===== src/rtl/fetch_pkg.sv =====
// Shared definitions for the instruction fetch unit.
//   ILEN          : instruction / address width
//   NOP_INST      : instruction word presented to decode as a bubble
//   fetch_state_e : fetch FSM state encoding
package fetch_pkg;

  localparam int unsigned ILEN = 32;

  localparam logic [ILEN-1:0] NOP_INST = 32'h0000_0013;

  typedef enum logic [1:0] {
    S_REQ   = 2'd0,
    S_WAIT  = 2'd1,
    S_HOLD  = 2'd2,
    S_DRAIN = 2'd3
  } fetch_state_e;

endpackage


===== src/rtl/fetch_skid_reg.sv =====
// One-entry skid register holding an instruction word and its PC.
//   i_clk, i_rst_n : clock, asynchronous active-low reset
//   i_load         : capture {i_inst, i_pc} and mark the entry valid
//   i_clear        : invalidate the entry (wins over i_load)
//   o_valid        : entry holds a live instruction
//   o_inst, o_pc   : stored instruction word and PC
module fetch_skid_reg
  import fetch_pkg::*;
(
  input  logic            i_clk,
  input  logic            i_rst_n,
  input  logic            i_load,
  input  logic            i_clear,
  input  logic [ILEN-1:0] i_inst,
  input  logic [ILEN-1:0] i_pc,
  output logic            o_valid,
  output logic [ILEN-1:0] o_inst,
  output logic [ILEN-1:0] o_pc
);

  logic                valid_q;
  logic [2*ILEN-1:0]   data_q;

  always_ff @(posedge i_clk or negedge i_rst_n) begin
    if (!i_rst_n) begin
      valid_q <= 1'b0;
      data_q  <= '0;
    end else if (i_clear) begin
      valid_q <= 1'b0;
    end else if (i_load) begin
      valid_q <= 1'b1;
      data_q  <= {i_inst, i_pc};
    end
  end

  assign o_valid = valid_q;
  assign o_inst  = data_q[2*ILEN-1:ILEN];
  assign o_pc    = data_q[ILEN-1:0];

endmodule


===== src/rtl/if_fetch_unit.sv =====
// Instruction fetch stage: issues one I-cache read per PC, advances the PC
// register on acceptance and fills the IF/ID pipeline register. A one-entry
// skid buffer absorbs a response that lands while decode is stalled.
//   i_clk, i_rst_n        : clock, asynchronous active-low reset
//   i_pc                  : current PC from the PC register
//   i_flush               : redirect; drops in-flight read, bubbles IF/ID
//   i_id_stall            : decode cannot accept a new instruction
//   o_if_en               : PC register advance enable
//   o_imem_req/o_imem_addr: I-cache read request and address
//   i_imem_ready          : cache accepts the request
//   i_imem_valid/rdata    : read response (one pulse per accepted request)
//   o_id_valid/inst/pc    : IF/ID register contents
//   o_id_inc_pc           : o_id_pc + 4
module if_fetch_unit
  import fetch_pkg::*;
#(
  parameter logic [ILEN-1:0] NOP_INST = fetch_pkg::NOP_INST
) (
  input  logic            i_clk,
  input  logic            i_rst_n,
  input  logic [ILEN-1:0] i_pc,
  input  logic            i_flush,
  input  logic            i_id_stall,
  output logic            o_if_en,
  output logic            o_imem_req,
  output logic [ILEN-1:0] o_imem_addr,
  input  logic            i_imem_ready,
  input  logic            i_imem_valid,
  input  logic [ILEN-1:0] i_imem_rdata,
  output logic            o_id_valid,
  output logic [ILEN-1:0] o_id_inst,
  output logic [ILEN-1:0] o_id_pc,
  output logic [ILEN-1:0] o_id_inc_pc
);

  fetch_state_e    state_q, state_d;
  logic [ILEN-1:0] req_pc_q, req_pc_d;
  logic            id_valid_q, id_valid_d;
  logic [ILEN-1:0] id_inst_q, id_inst_d;
  logic [ILEN-1:0] id_pc_q, id_pc_d;

  logic            skid_load, skid_clear, skid_valid;
  logic [ILEN-1:0] skid_inst, skid_pc;
  logic            id_can_load, rsp_now, skid_move;

  // Gating with i_rst_n keeps the request low throughout reset, and gating
  // with i_flush stops a stale address being accepted on the redirect edge.
  assign o_imem_req  = (state_q == S_REQ) & ~i_flush & i_rst_n;
  assign o_if_en     = o_imem_req & i_imem_ready;
  assign o_imem_addr = i_pc;

  assign id_can_load = ~id_valid_q | ~i_id_stall;
  assign rsp_now     = (state_q == S_WAIT) & i_imem_valid;
  assign skid_move   = (state_q == S_HOLD) & ~i_id_stall & skid_valid;

  always_comb begin
    state_d    = state_q;
    req_pc_d   = req_pc_q;
    id_valid_d = id_valid_q;
    id_inst_d  = id_inst_q;
    id_pc_d    = id_pc_q;
    skid_load  = 1'b0;
    skid_clear = 1'b0;

    if (i_flush) begin
      id_valid_d = 1'b0;
      id_inst_d  = NOP_INST;
      skid_clear = 1'b1;
      unique case (state_q)
        S_REQ:   state_d = S_REQ;
        S_HOLD:  state_d = S_REQ;
        // A response landing on the flush cycle is simply dropped; otherwise
        // the stale one is still owed and must be swallowed in S_DRAIN.
        S_WAIT:  state_d = i_imem_valid ? S_REQ : S_DRAIN;
        S_DRAIN: state_d = i_imem_valid ? S_REQ : S_DRAIN;
        default: state_d = S_REQ;
      endcase
    end else begin
      if (o_if_en) begin
        req_pc_d = i_pc;
      end

      unique case (state_q)
        S_REQ: begin
          if (o_if_en) state_d = S_WAIT;
        end
        S_WAIT: begin
          if (i_imem_valid) begin
            if (id_can_load) begin
              state_d = S_REQ;
            end else begin
              skid_load = 1'b1;
              state_d   = S_HOLD;
            end
          end
        end
        S_HOLD: begin
          if (skid_move) begin
            skid_clear = 1'b1;
            state_d    = S_REQ;
          end
        end
        S_DRAIN: begin
          if (i_imem_valid) state_d = S_REQ;
        end
        default: state_d = S_REQ;
      endcase

      // IF/ID: skid has priority (it is older), then a fresh response,
      // otherwise a bubble whenever decode is able to take something.
      if (skid_move) begin
        id_valid_d = 1'b1;
        id_inst_d  = skid_inst;
        id_pc_d    = skid_pc;
      end else if (id_can_load) begin
        if (rsp_now) begin
          id_valid_d = 1'b1;
          id_inst_d  = i_imem_rdata;
          id_pc_d    = req_pc_q;
        end else begin
          id_valid_d = 1'b0;
          id_inst_d  = NOP_INST;
        end
      end
    end
  end

  always_ff @(posedge i_clk or negedge i_rst_n) begin
    if (!i_rst_n) begin
      state_q    <= S_REQ;
      req_pc_q   <= '0;
      id_valid_q <= 1'b0;
      id_inst_q  <= NOP_INST;
      id_pc_q    <= '0;
    end else begin
      state_q    <= state_d;
      req_pc_q   <= req_pc_d;
      id_valid_q <= id_valid_d;
      id_inst_q  <= id_inst_d;
      id_pc_q    <= id_pc_d;
    end
  end

  fetch_skid_reg u_skid (
    .i_clk   (i_clk),
    .i_rst_n (i_rst_n),
    .i_load  (skid_load),
    .i_clear (skid_clear),
    .i_inst  (i_imem_rdata),
    .i_pc    (req_pc_q),
    .o_valid (skid_valid),
    .o_inst  (skid_inst),
    .o_pc    (skid_pc)
  );

  assign o_id_valid  = id_valid_q;
  assign o_id_inst   = id_inst_q;
  assign o_id_pc     = id_pc_q;
  assign o_id_inc_pc = id_pc_q + 32'd4;

endmodule


===== config.mk =====
export PLATFORM = sky130hd
export DESIGN_NAME = if_fetch_unit
export DESIGN_NICKNAME = d
export VERILOG_FILES = /design/src/rtl/fetch_pkg.sv /design/src/rtl/fetch_skid_reg.sv /design/src/rtl/if_fetch_unit.sv
export SDC_FILE = /design/constraint.sdc
export NUM_CORES = 1
export LEC_CHECK = 0
export ABC_AREA = 1
export BUFFER_PORTS_ARGS = -buffer_cell sky130_fd_sc_hd__buf_2
export CORE_MARGIN = 1.5
export CORE_UTILIZATION = 40
export DETAILED_ROUTE_END_ITERATION = 8
export MAX_ROUTING_LAYER = met4
export SYNTH_ARGS = -nofsm -noshare
export SYNTH_HDL_FRONTEND = slang
export SYNTH_SLANG_ARGS = --single-unit

===== constraint.sdc =====
create_clock -name i_clk -period 1.3 [get_ports i_clk]
set_input_delay 0 -clock i_clk [delete_from_list [all_inputs] [get_ports i_clk]]
set_output_delay 0 -clock i_clk [all_outputs]
set_load 0.05 [all_outputs]

; After elaboration in Yosys (flattened, before gate mapping)
; Cells that the tools add are included.
[totals]
word_cells = 66
reg_bits = 164
[op_classes]
muxes = 29
reduce_logical = 11
bitwise = 11
n_eq_ne = 7
n_addsub = 1
[ops]
columns = operator, count
row1 = two-way mux 32 bit, 7
row2 = adder 32 x 3 -> 32 bit (second input constant), 1
row3 = two-way mux 2 bit, 7
row4 = two-way mux 1 bit, 13
row5 = inequality test 3 bit (second input constant), 4
row6 = one-hot mux 2 bit (4 select lines), 1
row7 = bitwise AND 1 bit, 6
row8 = nonzero test 2 bit, 3
row9 = equality test 2 bit (second input constant), 2
row10 = inverter 1 bit, 4
row11 = one-hot mux 2 bit (2 select lines), 1
row12 = AND reduction 2 bit, 2
row13 = AND reduction 4 bit, 1
row14 = OR reduction 2 bit, 2
row15 = AND reduction 3 bit, 1
row16 = nonzero test 3 bit, 1
row17 = equality test 2 x 1 -> 1 bit (second input constant), 1
row18 = logical NOT 2 bit, 1
row19 = bitwise OR 1 bit, 1

; Longest topological paths before layout
[depth]
ltp_word = 8
ltp_mapped = 9

; Modules after synthesis
; From an unflattened synthesis, not the netlist that was laid out.
[hier_totals]
hier_cells = 1158
hier_area_um2 = 8426.8
[by_module_without_submodules]
columns = mod, seq_area_each_um2, n_inst, cells_per_inst, area_each_um2
row1 = if_fetch_unit, 2481.1, 1, 876, 5818.1
row2 = fetch_skid_reg, 1626.6, 1, 282, 2608.8

; Least setup slack after synthesis
; Ideal clock, no wire load.
[synth_timing]
path_type = register to output
startpoint = register id_pc_q[2], in the netlist o_id_pc[2]
endpoint = output port o_id_inc_pc[13]
slack_ns = -1.098
required_ns = 1.300
arrival_time_ns = 2.398
stages_incl_launch_ff = 6
cell_sequence = dfrtp_1 -> inv_1 -> nor2_1 -> nand2_1 -> nor2_1 -> xor2_1
[synth_between]
elab_chain_len = 1
[synth_rtl]
columns = item, line
row1 = start: declaration, if_fetch_unit.sv:40  ; logic [ILEN-1:0] id_pc_q, id_pc_d;
row2 = start signal: assignment, if_fetch_unit.sv:140  ; id_pc_q <= id_pc_d;
row3 = adder 32 x 3 -> 32 bit, if_fetch_unit.sv:159  ; assign o_id_inc_pc = id_pc_q + 32'd4;
row4 = end: declaration, if_fetch_unit.sv:33  ; output logic [ILEN-1:0] o_id_inc_pc
; Every way passes these cells.

; Final worst setup path
[layout_timing]
startpoint = register id_pc_q[4], in the netlist o_id_pc[4]
endpoint = output port o_id_inc_pc[18]
; Same word-level chain as after synthesis.

==> impl_metrics.yaml <==
logic_synthesis:
  synth-compound-area-share_pct: 8.151
  synth-xor-area-share_pct: 1.585
  syn_inst: 1090
  synth_mux_area_share_pct: 0
  yosys.area_share.adder_pct: 0.1509
  synthDistinctLibCells: 30
  avgSynthCellArea_um2: 7.605
  synth-seq-cells: 164
  synthSimpleGateAreaFrac_pct: 28.30
  syn_area_um2: 8289
  synth_top_family_by_area: "simple AND/OR/NAND/NOR gates"
  syn-num-nets: 1161
  synth_warnings: 0
  synth_seq_area_share_pct: 49.55
grt:
  grt_pass1_wl_mm: 44.61
  grt_pass1_vias: 8677
  grt_max_degree: 68
  grtUsageTotal_pct: 27.06
  antenna_found_initial: 0
  grt_remaining_overflow: 0
floorplanning:
  dieHeight_um: 147.0
  core_um2: 20300
  fp.dieArea_um2: 21600
  die-width_um: 147.0
  initial_utilization_pct: 40.83
  row_count: 52
  num_io_pins: 201
cells_and_area:
  finalNonFillerCells: 1772
  final_common_cell: "nand2_1"
  fillers: 1260
  finalInstanceArea_um2: 15650
  nets: 1560
  multi_input_area_um2: 5507
  antennaDiodeCount: 0
  layout-drive-gt1-share_pct: 61.12
  regArea_um2: 4165
  area_delta_synth_final_pct: 88.83
  final_util_pct: 77.11
  final_cell_mix: "nand2_1, buf_2, nand2_2"
drt:
  postRouteAntennaNets: 0
  wl_per_cell_um: 18.27
  drt_pass1_iterations: 5
  drt_iter0_drc: 511
  via_per_inst: 5.030
  wirelength_mm: 32.38
  vias: 8914
  drc_errors: 0
critical_path:
  critPathCaptureType: "output port"
  r2r-end: "o_id_pc[2]"
  reg2reg_setup_slack_ns: -0.38
  startpoint_type: "register"
  critPathMaxFanout: 4
  cp_data_required_time_ns: 1.30
  r2r.worst_path.cells: 11
  rr_startpoint: "state_q[0]"
  worstSetupPathType: "register to output port"
  critPathArrivalTime_ns: 1.85
sta:
  setup_violations: 197
  fin_skew_ns: 0.01225
  period_share_pct: 142.3
  final_hold_viol_count: 0
  drv_slew: 0
  worst_slack_ns: -0.5505
  max_freq_mhz: 540.4
  worst_pin_slew_ns: 0.3676
  slew_headroom_pct: 75.49
  rsz0062_at_grt: "yes"
  fin_crit_ns: 1.851
clocking:
  clk_latency_ns: 0.43
  cts_made_buffers: 17
  cts_tree: "yes"
  cts.sinks: 164
  root_buffer: "clkbuf_16"
  htree_num_levels: 4
  path_clk_slew_ns: 0.06
  clockBufferDepth: 2
power:
  internal_power_mw: 15.35
  pwr-share-seq_pct: 29.9
  p_comb_share_pct: 51.8
  powerDensity_nw_per_um2: 1764
  pwr-share-clk_pct: 18.3
  swShare_pct: 44.42
  p_leak_nw: 7.969
  vdd.ir_drop.worst_uv: 1092
  p_sw_mw: 12.26
placement:
  place_hpwl_mm: 15.57
  portBuffers: 200
  place_ws_ns: -0.1917
  dpl-instance-area_um2: 10530
  gp_congestion: 0.8699
  dp_cells: 1581
hold_path:
  holdCritPathClass: "input port to register"
  hold_path.startpoint: "i_imem_valid"
  hold_end: "state_q[0]"
  whs_path_depth: 4
run_status:
  violations: "setup timing"
  outcome: "finished with violations"
job:
  maxCapViolations: 0
==> cell usage after synthesis <==
library cell / instances / area share [%]
or2_0: 1 / 0.076
or2_2: 1 / 0.076
a21oi_1: 31 / 1.9
buf_4: 42 / 3.8
dfrtp_1: 161 / 49
nor2_1: 83 / 3.8
xnor2_1: 6 / 0.63
inv_2: 4 / 0.18
buf_2: 7 / 0.42
nand2_2: 2 / 0.15
nor2_2: 1 / 0.076
nor3_1: 2 / 0.12
clkinv_4: 1 / 0.11
o31ai_1: 1 / 0.091
o21ai_1: 33 / 2.0
nand3_1: 23 / 1.4
ha_1: 1 / 0.15
nand3b_1: 3 / 0.27
nor2_4: 2 / 0.27
nand2_4: 2 / 0.27
o21ai_0: 66 / 4.0
xor2_1: 9 / 0.95
nand3_2: 1 / 0.12
a21oi_2: 2 / 0.21
dfstp_2: 3 / 0.95
clkbuf_1: 6 / 0.27
nand4_1: 1 / 0.076
nand2_1: 478 / 22
buf_6: 24 / 3.3
inv_1: 93 / 4.2
==> state kept, by name (all words and copies together), names as in the netlist <==
signal / count
o_id_inst: 32
o_id_pc: 32
o_id_valid: 1
req_pc_q: 32
state_q: 2
u_skid.data_q: 64
u_skid.o_valid: 1
==> logic make-up after synthesis <==
kind of cell	Yosys count
simple gates	600
buf+inv	177
flops	164
compound gates	133
xor+xnor	15
fa+ha+maj	1
==> critical path, stage by stage (launching register included) <==
cell,delay (ns)
dfrtp_4,0.43
buf_6,0.12
nand2_4,0.06
buf_4,0.14
nor2_4,0.11
nand2_4,0.09
nor2_4,0.15
xor2_4,0.15
buf_6,0.17
==> area by class of cell <==
| cell class | instances | area share, % |
|---|---|---|
| multi-input cells | 749 | 35.18 |
| repair buffers | 458 | 29.58 |
| flip-flops and latches | 164 | 26.61 |
| clock buffers | 18 | 2.742 |
| inverters | 98 | 2.646 |
| well taps | 270 | 2.158 |
| clock inverters | 14 | 0.9752 |
| repair inverters | 1 | 0.1039 |
==> how the worst max path moves through the flow <==
stage / startpoint / endpoint / slack [ns] / cells after the start
after floorplan: o_id_pc[2] / o_id_inc_pc[13] / -0.43 / 5
after global routing: o_id_pc[12] / o_id_inc_pc[21] / -0.65 / 9
after detailed placement: o_id_pc[2] / o_id_inc_pc[19] / -0.19 / 7
final: o_id_pc[4] / o_id_inc_pc[18] / -0.55 / 8
after global placement: o_id_pc[2] / o_id_inc_pc[16] / -0.17 / 6
after CTS: o_id_pc[2] / o_id_inc_pc[19] / -0.51 / 7
==> per-stage QoR <==
stage,hold WS (ns),setup TNS [ns],power [mW]
after floorplan,-0.2956,-12.83,14.94
after global placement,-0.0008573,-9.881,17.81
after detailed placement,-0.005595,-10.63,17.95
after CTS,0.01144,-46.99,25.57
after global routing,0.01851,-72.61,28.83
final,0.01177,-62.85,27.61
==> power groups by stage <==
stage	clock network [mW]	logic [mW]	registers [mW]
2_1_floorplan	0	5.20	9.74
3_3_place_gp	0	9.96	7.85
3_5_place_dp	0	10.0	7.91
4_1_cts	5.08	12.5	8.01
5_1_grt	5.31	15.1	8.42
6_report	5.07	14.3	8.25
==> timing repair <==
action | in CTS | in global routing
pin swaps | 103 | 117
endpoints found under the setup margin | 154 | 204
setup buffers | 53 | 21
gates resized for setup | 422 | 350
hold buffers | 68 | 0
hold endpoints to repair | 261 | 0
gates cloned | 24 | 17
==> layer usage <==
metal | vias to the layer above | global-route usage (%) | part of all wire (%)
met5 | - | - | 0
met4 | 0 | 9.450 | 3.6
met3 | 79 | 3.540 | 4.5
met2 | 330 | 46.77 | 52
met1 | 4377 | 32.59 | 39
li1 | 4128 | - | -
Note: power is estimated with default switching activity, not from simulation.
